--- src/rtl/store.sv ---
// AXI4 single-beat write initiator: queues core store requests in a small FIFO
// and issues them one at a time over AW/W, reporting each B response back to the core.
module store #(
  parameter int C_M_AXI_ADDR_WIDTH      = 32,
  parameter int C_M_AXI_DATA_WIDTH      = 32,
  parameter int C_M_AXI_THREAD_ID_WIDTH = 1,
  parameter int DEPTH                   = 4
) (
  input  logic                                 ACLK,
  input  logic                                 ARESETN,
  input  logic                                 I_VALID,
  input  logic [C_M_AXI_ADDR_WIDTH-1:0]        I_ADDR,
  input  logic [C_M_AXI_DATA_WIDTH-1:0]        I_DATA,
  input  logic [C_M_AXI_DATA_WIDTH/8-1:0]      I_STRB,
  output logic                                 MEM_WAIT,
  output logic                                 O_DONE,
  output logic [1:0]                           O_RESP,
  output logic                                 O_ERR,
  output logic                                 O_IDLE,
  output logic [C_M_AXI_THREAD_ID_WIDTH-1:0]   M_AXI_AWID,
  output logic [C_M_AXI_ADDR_WIDTH-1:0]        M_AXI_AWADDR,
  output logic [7:0]                           M_AXI_AWLEN,
  output logic [2:0]                           M_AXI_AWSIZE,
  output logic [1:0]                           M_AXI_AWBURST,
  output logic                                 M_AXI_AWLOCK,
  output logic [3:0]                           M_AXI_AWCACHE,
  output logic [2:0]                           M_AXI_AWPROT,
  output logic [3:0]                           M_AXI_AWQOS,
  output logic                                 M_AXI_AWUSER,
  output logic                                 M_AXI_AWVALID,
  input  logic                                 M_AXI_AWREADY,
  output logic [C_M_AXI_DATA_WIDTH-1:0]        M_AXI_WDATA,
  output logic [C_M_AXI_DATA_WIDTH/8-1:0]      M_AXI_WSTRB,
  output logic                                 M_AXI_WLAST,
  output logic                                 M_AXI_WUSER,
  output logic                                 M_AXI_WVALID,
  input  logic                                 M_AXI_WREADY,
  input  logic [C_M_AXI_THREAD_ID_WIDTH-1:0]   M_AXI_BID,
  input  logic [1:0]                           M_AXI_BRESP,
  input  logic                                 M_AXI_BUSER,
  input  logic                                 M_AXI_BVALID,
  output logic                                 M_AXI_BREADY
);

  localparam int A_W   = C_M_AXI_ADDR_WIDTH;
  localparam int D_W   = C_M_AXI_DATA_WIDTH;
  localparam int S_W   = C_M_AXI_DATA_WIDTH / 8;
  localparam int PTR_W = $clog2(DEPTH);
  localparam logic [PTR_W:0] FULL_CNT = (PTR_W + 1)'(DEPTH);

  typedef enum logic [1:0] {S_IDLE, S_ADDR, S_RESP} state_t;

  state_t               r_state, w_next;
  logic [A_W-3:0]       r_mem_addr [DEPTH];
  logic [D_W-1:0]       r_mem_data [DEPTH];
  logic [S_W-1:0]       r_mem_strb [DEPTH];
  logic [PTR_W-1:0]     r_wr_ptr, r_rd_ptr;
  logic [PTR_W:0]       r_count;
  logic [A_W-3:0]       r_awaddr;
  logic [D_W-1:0]       r_wdata;
  logic [S_W-1:0]       r_wstrb;
  logic                 r_aw_done, r_w_done, r_done, r_err;
  logic [1:0]           r_resp;
  logic                 w_full, w_empty, w_push, w_pop;
  logic                 w_awvalid, w_wvalid, w_bready;
  logic                 w_aw_hs, w_w_hs, w_b_hs;
  logic                 w_unused;

  assign w_full  = (r_count == FULL_CNT);
  assign w_empty = (r_count == '0);
  assign w_push  = I_VALID && !w_full;
  assign w_pop   = (r_state == S_IDLE) && !w_empty;
  assign w_aw_hs = w_awvalid && M_AXI_AWREADY;
  assign w_w_hs  = w_wvalid && M_AXI_WREADY;
  assign w_b_hs  = w_bready && M_AXI_BVALID;
  // Byte-lane bits of the address and the B sideband fields carry no information here.
  assign w_unused = ^{M_AXI_BID, M_AXI_BUSER, I_ADDR[1:0]};

  // FIFO storage and the issued-request registers hold data only; no reset needed.
  always_ff @(posedge ACLK) begin
    if (w_push) begin
      r_mem_addr[r_wr_ptr] <= I_ADDR[A_W-1:2];
      r_mem_data[r_wr_ptr] <= I_DATA;
      r_mem_strb[r_wr_ptr] <= I_STRB;
    end
    if (w_pop) begin
      r_awaddr <= r_mem_addr[r_rd_ptr];
      r_wdata  <= r_mem_data[r_rd_ptr];
      r_wstrb  <= r_mem_strb[r_rd_ptr];
    end
  end

  always_ff @(posedge ACLK or negedge ARESETN) begin
    if (!ARESETN) begin
      r_wr_ptr <= '0;
      r_rd_ptr <= '0;
      r_count  <= '0;
    end else begin
      if (w_push) r_wr_ptr <= r_wr_ptr + 1'b1;
      if (w_pop)  r_rd_ptr <= r_rd_ptr + 1'b1;
      if (w_push && !w_pop)      r_count <= r_count + 1'b1;
      else if (w_pop && !w_push) r_count <= r_count - 1'b1;
    end
  end

  always_ff @(posedge ACLK or negedge ARESETN) begin
    if (!ARESETN) r_state <= S_IDLE;
    else          r_state <= w_next;
  end

  always_comb begin
    w_next = r_state;
    unique case (r_state)
      S_IDLE:  if (!w_empty) w_next = S_ADDR;
      S_ADDR:  if ((r_aw_done || w_aw_hs) && (r_w_done || w_w_hs)) w_next = S_RESP;
      S_RESP:  if (M_AXI_BVALID) w_next = S_IDLE;
      default: w_next = S_IDLE;
    endcase
  end

  // Each VALID drops independently once its own handshake has been recorded.
  always_comb begin
    w_awvalid = 1'b0;
    w_wvalid  = 1'b0;
    w_bready  = 1'b0;
    unique case (r_state)
      S_ADDR: begin
        w_awvalid = !r_aw_done;
        w_wvalid  = !r_w_done;
      end
      S_RESP:  w_bready = 1'b1;
      default: ;
    endcase
  end

  always_ff @(posedge ACLK or negedge ARESETN) begin
    if (!ARESETN) begin
      r_aw_done <= 1'b0;
      r_w_done  <= 1'b0;
      r_done    <= 1'b0;
      r_resp    <= 2'b00;
      r_err     <= 1'b0;
    end else begin
      if (w_pop) begin
        r_aw_done <= 1'b0;
        r_w_done  <= 1'b0;
      end else begin
        if (w_aw_hs) r_aw_done <= 1'b1;
        if (w_w_hs)  r_w_done  <= 1'b1;
      end
      r_done <= w_b_hs;
      if (w_b_hs) begin
        r_resp <= M_AXI_BRESP;
        if (M_AXI_BRESP[1]) r_err <= 1'b1;
      end
    end
  end

  assign MEM_WAIT      = w_full;
  assign O_DONE        = r_done;
  assign O_RESP        = r_resp;
  assign O_ERR         = r_err;
  assign O_IDLE        = w_empty && (r_state == S_IDLE);
  assign M_AXI_AWID    = '0;
  assign M_AXI_AWADDR  = {r_awaddr, 2'b00};
  assign M_AXI_AWLEN   = 8'd0;
  assign M_AXI_AWSIZE  = 3'b010;
  assign M_AXI_AWBURST = 2'b01;
  assign M_AXI_AWLOCK  = 1'b0;
  assign M_AXI_AWCACHE = 4'b0011;
  assign M_AXI_AWPROT  = 3'b000;
  assign M_AXI_AWQOS   = 4'b0000;
  assign M_AXI_AWUSER  = 1'b0;
  assign M_AXI_AWVALID = w_awvalid;
  assign M_AXI_WDATA   = r_wdata;
  assign M_AXI_WSTRB   = r_wstrb;
  assign M_AXI_WLAST   = w_wvalid;
  assign M_AXI_WUSER   = 1'b0;
  assign M_AXI_WVALID  = w_wvalid;
  assign M_AXI_BREADY  = w_bready;

endmodule

--- config.mk ---
export PLATFORM = sky130hd
export DESIGN_NAME = store
export DESIGN_NICKNAME = d
export VERILOG_FILES = /design/src/rtl/store.sv
export SDC_FILE = /design/constraint.sdc
export NUM_CORES = 1
export LEC_CHECK = 0
export CAP_MARGIN = 0
export CORE_ASPECT_RATIO = 0.75
export CORE_MARGIN = 1
export CORE_UTILIZATION = 58
export DETAILED_ROUTE_END_ITERATION = 10
export PLACE_DENSITY = 0.85
export SLEW_MARGIN = 20
export SYNTH_ARGS = -nofsm -noshare
export SYNTH_HDL_FRONTEND = slang
export SYNTH_SLANG_ARGS = --single-unit
--- constraint.sdc ---
create_clock -name ACLK -period 6 [get_ports ACLK]
set_input_delay 1.2 -clock ACLK [delete_from_list [all_inputs] [get_ports ACLK]]
set_output_delay 1.2 -clock ACLK [all_outputs]
set_load 0.02 [all_outputs]
==> impl_summary.txt, run 1 <==
----------------------------------------------------
[Clock network]
  Clock root buffer master ... clkbuf_16
  CTS tree ... yes
  Sinks on the clock net ... 345
  Max clock buf depth ... 3
  Clk Latency, worst-skew pair ... 0.54 ns
  Number of buffers added for setup after CTS ... 0
  Clock transition at the register clock pins on the worst setup and hold paths after CTS ... 0.07 ns
  Number of clock buffers inserted by TritonCTS ... 31
  Number of resized instances in the post-cts repair step ... 0
  Maximum level of the CTS H-tree ... 1
  Post-CTS Hold Buffers ... 0

[Setup path]
  R2r worst-path depth ... 4
  Start of the worst register-to-register path ... r_count[0]
  Delay of the slowest cell on the worst path ... 0.66 ns
  Delay-heaviest family, CP ... buffers and inverters
  CP max stage cell ... clkdlybuf4s50_1
  Type of element launching the critical path ... flip-flop
  Type of the worst setup path ... reg -> out
  Critical-path cell list ... or3_1, nor3_1, clkdlybuf4s50_1
  Reg2Reg Setup Slack ... 3.52 ns
  Critical path data arrival time ... 2.26 ns
  R2R Path End ... r_awaddr[22]
  CP bufs+invs ... 1
  Worst path required time ... 4.80 ns
  Largest fanout on the critical path ... 4
  Setup crit end kind ... output port

[Outcome]
  Run status ... completed

[Timing]
  Aggregate negative setup slack ... 0 ns
  Transition time at the pin with the least slew margin ... 1.06 ns
  Worst hold slack ... 0.487 ns
  Shortest clock period the worst path allows after layout ... ~3.5 ns
  Count of pins over their slew limit ... 0
  Clk_skew ... 0.0154 ns
  Setup slack of the critical path after layout ... 2.54 ns
  Fmax ... 0.289 GHz
  Hold Violations, Final ... 0
  Worst slew slack as a fraction of its limit ... 0.290
  Part of the cycle the worst path needs ... 0.576
  Setup repair after global routing missed its margin ... no
  Setup-failing EPs final ... 0

[Global route]
  Antenna violations before repair ... 0
  Overall fraction of global-route tracks in use ... 0.199
  Remaining Overflow, GRT ... 0
  First-pass GRT wire length ... 32300 um
  Via count of the first global-routing pass ... ~5800
  Pin count of the biggest net entering global routing ... 68

[Route]
  DRT antenna net count ... 0
  Met2 WL post-DR ... approximately 11000 um
  Length of the first detailed-routing pass in iterations ... 4
  Detail Route met3 WL ... 1260 um
  Met1 layer wirelength in the final routing ... 8830 um
  Drt wl/cell ... 21.9 um
  WL final ... approximately 22000 um
  Detailed-route via count ... approximately 5400
  Residual DRC count ... 0
  Highest metal layer with signal wires ... met4
  Average via count per standard cell ... around 5.5
  Initial detailed-routing violation count ... 426

[Placed design]
  Inst Count DP ... 929
  Setup slack after placement ... roughly 2.4 ns
  Number of port buffers ... around 150
  Post-DP Area ... between 10000 and 15000 sq um
  Sum of net half-perimeters after detailed placement ... roughly 12000 um
  Final estimated routing congestion in global placement ... 0.768

[Yosys]
  Post-synth top area share ... 0.793
  Post-synthesis cell type with the largest combined area ... edfxtp_1
  Synthesized instance count ... 509
  EDFF count, synth ... 330
  Average cell area after synthesis ... 24.6 sq um
  Count of warnings emitted by yosys ... 0
  Most frequently used flop master after synthesis ... edfxtp_1
  Cells taking the most area after synthesis ... edfxtp_1 79%, mux4_2 12%, dfrtp_1 3.0%
  FF+latch count, synth ... between 300 and 400
  Netlist Area Pre-Place ... 12500 sq um
  Async set-reset flop share out of synthesis ... 0.0435
  Distinct cell type count of the synthesized netlist ... 28
  Share of synthesized area occupied by flip-flops and latches ... 0.823

[Floorplan]
  Row count ... 46
  Ports placed on the boundary ... between 150 and 200
  Core region area ... 21100 sq um
  Chip Height ... 129 um
  Overall die width ... 172 um
  Overall die area ... 22200 sq um
  Initial Util ... 0.592

[Power and ir drop]
  Peak supply drop ... approximately 0.47 mV
  Static Leak ... 5.02 nW
  Areal power density over the cells ... 533 nW/um^2
  Overall power ... 8.08 mW

[Job]
  Total of max-cap violations ... 0

[Min path]
  Tightest Hold Check Type ... reg -> reg
  Worst Hold Path EP ... O_ERR
  Worst hold path startpoint ... O_ERR
  Cell depth of the worst hold path ... 1

[Finish]
  Signed area change from the synthesized netlist to the final layout ... 21.4%
  Post-route cell area ... around 15000 sq um
  Antenna diode instance count ... 0
  Non-filler instance count after layout ... around 990
  Count of nets after finishing ... 758
  Fraction of the core area covered by cells at the end of the flow ... 0.718
  Fraction of final layout cells sized beyond drive strength 1 ... 0.178

----------------------------------------------------
synth_stat cells (2+ instances only):
cell	n
buf_12	3
conb_1	2
ha_1	5
nand2_1	4
a21oi_1	2
buf_2	5
o22ai_1	2
mux4_2	66
inv_1	6
xnor2_1	4
mux2_2	4
buf_4	35
dfrtp_1	15
xor2_1	2
edfxtp_1	330
nor2b_1	2
and2_1	4
buf_1	3
nor2_1	6
final cells by class:
class                      instances  area [sq um]
multi-input combinational        139          1940
tap                              288           360
clock inverter                    21           258
clock buffer                      35           791
sequential                       345         10300
inverter                           6          23.8
fill                            1225          5950
timing repair buffer             151          1510
layer usage:
layer / vias to the layer above / track usage
met5: - / 0
met1: 2827 / 0.266
met3: 23 / 0.0412
met4: 0 / 0.0415
met2: 186 / 0.343
li1: 2362 / -
state kept, by name (all words and copies together), names as in the netlist:
| name | flops |
|---|---|
| r_mem_addr | 120 |
| r_w_done | 1 |
| M_AXI_WDATA | 32 |
| O_ERR | 1 |
| r_wr_ptr | 2 |
| r_rd_ptr | 2 |
| r_aw_done | 1 |
| O_DONE | 1 |
| r_count | 3 |
| M_AXI_WSTRB | 4 |
| r_awaddr | 30 |
| r_state | 2 |
| O_RESP | 2 |
| r_mem_data | 128 |
| r_mem_strb | 16 |
kinds of logic (layout without fill, tap and decap cells):
| kind of cell | after synthesis | in the layout | share of synthesized area |
|---|---|---|---|
| simple gates | 22 | 22 | 0.00941 |
| compound gates | 5 | 5 | 0.00250 |
| other cells | 2 | 30 | 0.000601 |
| xor+xnor | 6 | 6 | 0.00420 |
| flops | 345 | 345 | 0.823 |
| mux | 70 | 70 | 0.123 |
| fa+ha+maj | 6 | 6 | 0.00661 |
| buf+inv | 53 | 213 | 0.0314 |
power by group:
part | internal, mW | leakage, nW | switching, mW
clock | 1.20 | 0.508 | 0.820
combinational | 1.05 | 1.29 | 1.15
sequential | 3.52 | 3.23 | 0.343
placed cells by master, fill, tap and decap left out, drive strengths merged, types with 4 or more instances in the layout:
| cell type | count |
|---|---|
| edfxtp | 330 |
| clkdlybuf4s50 | 149 |
| mux4 | 66 |
| clkbuf | 35 |
| conb | 30 |
| dfrtp | 15 |
| clkinv | 15 |
| nor2 | 6 |
| bufinv | 6 |
| inv | 5 |
| ha | 5 |
| nand2 | 4 |
| and2 | 4 |
| mux2 | 4 |
| xnor2 | 4 |
how the worst max path moves through the flow:
stage,start,end,slack [ns],depth (start not counted)
after floorplan,I_VALID,r_mem_addr[0][0],2.54,3
after global placement,I_VALID,r_mem_data[2][6],2.54,3
after detailed placement,I_VALID,r_mem_data[3][8],2.44,3
after CTS,r_count[0],O_IDLE,2.52,3
after global routing,r_count[0],O_IDLE,2.44,3
final,r_count[0],O_IDLE,2.54,3
Note: power is estimated with default switching activity, not from simulation.
==> run 2, diff against run 1 <==
--- a/config.mk
+++ b/config.mk
@@ -8,9 +8,9 @@
 export CAP_MARGIN = 0
 export CORE_ASPECT_RATIO = 0.75
 export CORE_MARGIN = 1
-export CORE_UTILIZATION = 58
+export CORE_UTILIZATION = 49
 export DETAILED_ROUTE_END_ITERATION = 10
-export PLACE_DENSITY = 0.85
+export PLACE_DENSITY = 0.76
 export SLEW_MARGIN = 20
 export SYNTH_ARGS = -nofsm -noshare
 export SYNTH_HDL_FRONTEND = slang
==> constraint.sdc (replaced) <==
create_clock -name ACLK -period 2.9 [get_ports ACLK]
set_input_delay 0.58 -clock ACLK [delete_from_list [all_inputs] [get_ports ACLK]]
set_output_delay 0.58 -clock ACLK [all_outputs]
set_load 0.02 [all_outputs]
==> run 2 against run 1 <==
  * Sequential power up 100%
  * Non-clock buffer count grew 8
  * Via count up 0.82%
  * Die area up 18%
  * Clock power up 98%
  * Clock skew is 0.0027 ns lower
  * Count of clock-buffer cells in the layout is the same
  * Design area up 0.98%
  * Sequential cell count is the same
  * Total power increased by 110%
  * Sequential share of layout area shrank 0.66 points
  * Critical path type unchanged
  * Largest cell class unchanged
  * Highest routed layer is now met5
==> impl_summary.txt, run 2 (same netlist as run 1, synthesis figures left out) <==
----------------------------------------------------
[Timing]
  Setup repair after global routing missed its margin ... no
  Clk_skew ... 0.0127 ns
  Shortest clock period the worst path allows after layout ... 2.52 ns
  Worst hold slack ... 0.453 ns
  Worst slew slack as a fraction of its limit ... 0.307
  Count of pins over their slew limit ... 0
  Part of the cycle the worst path needs ... 0.868
  Fmax ... 0.397 GHz
  Setup-failing EPs final ... 0
  Aggregate negative setup slack ... 0 ns
  Transition time at the pin with the least slew margin ... between 1 and 1.5 ns
  Hold Violations, Final ... 0

[Setup path]
  CP max stage cell ... clkdlybuf4s50_1
  Type of the worst setup path ... reg -> out
  Worst path required time ... about 2.3 ns
  Delay of the slowest cell on the worst path ... 0.63 ns
  Setup crit end kind ... output port
  Critical-path cell list ... nand2b_1, nor2_1, clkdlybuf4s50_1
  Type of element launching the critical path ... flip-flop
  Largest fanout on the critical path ... 5
  Critical path data arrival time ... 1.94 ns
  Reg2Reg Setup Slack ... 0.62 ns

[Placed design]
  Number of port buffers ... approximately 150
  Final estimated routing congestion in global placement ... 0.765
  Sum of net half-perimeters after detailed placement ... 12200 um
  Inst Count DP ... 987

[Finish]
  Non-filler instance count after layout ... 1044
  Commonest cells after routing, fill and taps aside ... 330 x edfxtp_1, 148 x clkdlybuf4s50_1, 66 x mux4_2
  Count of nets after finishing ... 766
  Antenna diode instance count ... 0
  Largest register FFs ... 128
  Leading cell type in the layout, fill and taps excluded ... edfxtp_1
  Signed area change from the synthesized netlist to the final layout ... 22.6%
  Register name with the most flops ... r_mem_data
  Fraction of final layout cells sized beyond drive strength 1 ... 0.190

[Global route]
  Antenna violations before repair ... 2
  Pin count of the biggest net entering global routing ... ~70
  Via count of the first global-routing pass ... 5878
  First-pass GRT wire length ... 32900 um
  Overall fraction of global-route tracks in use ... 0.165
  Met1 Usage GRT ... 0.211
  Most crowded layer after global routing ... met2
  Routing usage on met3 ... 0.0441
  Remaining Overflow, GRT ... 0
  M2 GR Usage ... 0.284

[Floorplan]
  Overall die area ... 26200 sq um
  Overall die width ... 186 um
  Ports placed on the boundary ... between 150 and 200
  Initial Util ... 0.500
  Chip Height ... 140 um
  Core region area ... 25000 sq um
  Row count ... 50

[Clock network]
  Clk Latency, worst-skew pair ... 0.54 ns
  Post-CTS Hold Buffers ... 0
  Sinks on the clock net ... ~350
  Number of buffers added for setup after CTS ... 0
  Clock root buffer master ... clkbuf_16
  Clock transition at the register clock pins on the worst setup and hold paths after CTS ... ~0.060 ns
  CTS tree ... yes
  Number of clock buffers inserted by TritonCTS ... 31
  Maximum level of the CTS H-tree ... 1
  Max clock buf depth ... 3

[Route]
  Residual DRC count ... 0
  Length of the first detailed-routing pass in iterations ... 4
  WL final ... 21400 um
  DRT antenna net count ... 0
  Detailed-route via count ... 5442
  Drt wl/cell ... 20.5 um
  Average via count per standard cell ... 5.21
  Initial detailed-routing violation count ... 361

[Outcome]
  Run status ... completed

[Power and ir drop]
  Peak supply drop ... 0.779 mV
  Static Leak ... 5.09 nW
  Areal power density over the cells ... approximately 1100 nW/um^2
  Overall power ... 16.6 mW

[Min path]
  Tightest Hold Check Type ... in -> async

[Job]
  Total of max-cap violations ... 0

----------------------------------------------------
-- run 2: changes by cell type in the layout (fill, tap and decap cells not counted), sizes merged --
cell	before	now
buf	2	10
bufinv	6	4
clkinv	15	17
clkdlybuf4s50	149	148
dlymetal6s2s	0	1
inv	5	6
-- run 2: worst paths after layout --
check / from / end / depth (start not counted)
worst max-delay path: r_state[1] / M_AXI_WVALID / 3
worst min register to register: O_ERR / O_ERR / 1
min in group ACLK: O_ERR / O_ERR / 1
max in group asynchronous: ARESETN / r_rd_ptr[0] / 1
worst min-delay path: ARESETN / r_count[1] / 1
worst max register to register: r_count[0] / r_count[2] / 8
-- run 2: what timing repair did --
item	4_1_cts	5_1_grt
gates resized for setup	0	1
endpoints found under the setup margin	0	1
endpoints found under the hold margin	0	0
-- run 2: metal layers --
layer	vias up	share of wire
li1	2376	-
met1	2839	0.42
met2	183	0.50
met3	40	0.063
met4	4	0.018
met5	-	0.0012
-- run 2: cell type report --
cell class | instances | area [sq um]
clock inverters | 22 | 210
multi-input cells | 139 | 1940
fillers | 1731 | 9700
repair buffers | 159 | 1640
well taps | 338 | 423
inverters | 6 | 23.8
flip-flops and latches | 345 | 10300
clock buffers | 35 | 791
-- run 2: power by group --
group	total, mW	leakage (nW)	switching, mW	internal, mW
Combinational	4.74	1.37	2.44	2.30
Sequential	7.90	3.23	0.649	7.25
Clock	3.99	0.492	1.68	2.31
-- run 2: through the flow --
stage | utilization | instance area, sq um | setup WS, ns
2_1_floorplan | - | 12600 | 0.0577
3_3_place_gp | 0.572 | 14300 | 0.500
3_5_place_dp | 0.572 | 14300 | 0.422
4_1_cts | 0.612 | 15300 | 0.00204
5_1_grt | 0.612 | 15300 | 0.310
6_report | 0.612 | 15300 | 0.384
-- run 2: worst max-delay path: cells and delay by family (launching register included) --
kind | cells | cell delay [ns]
DFF | 1 | 0.41
buffers and inverters | 1 | 0.63
and+or+nand+nor | 2 | 0.35
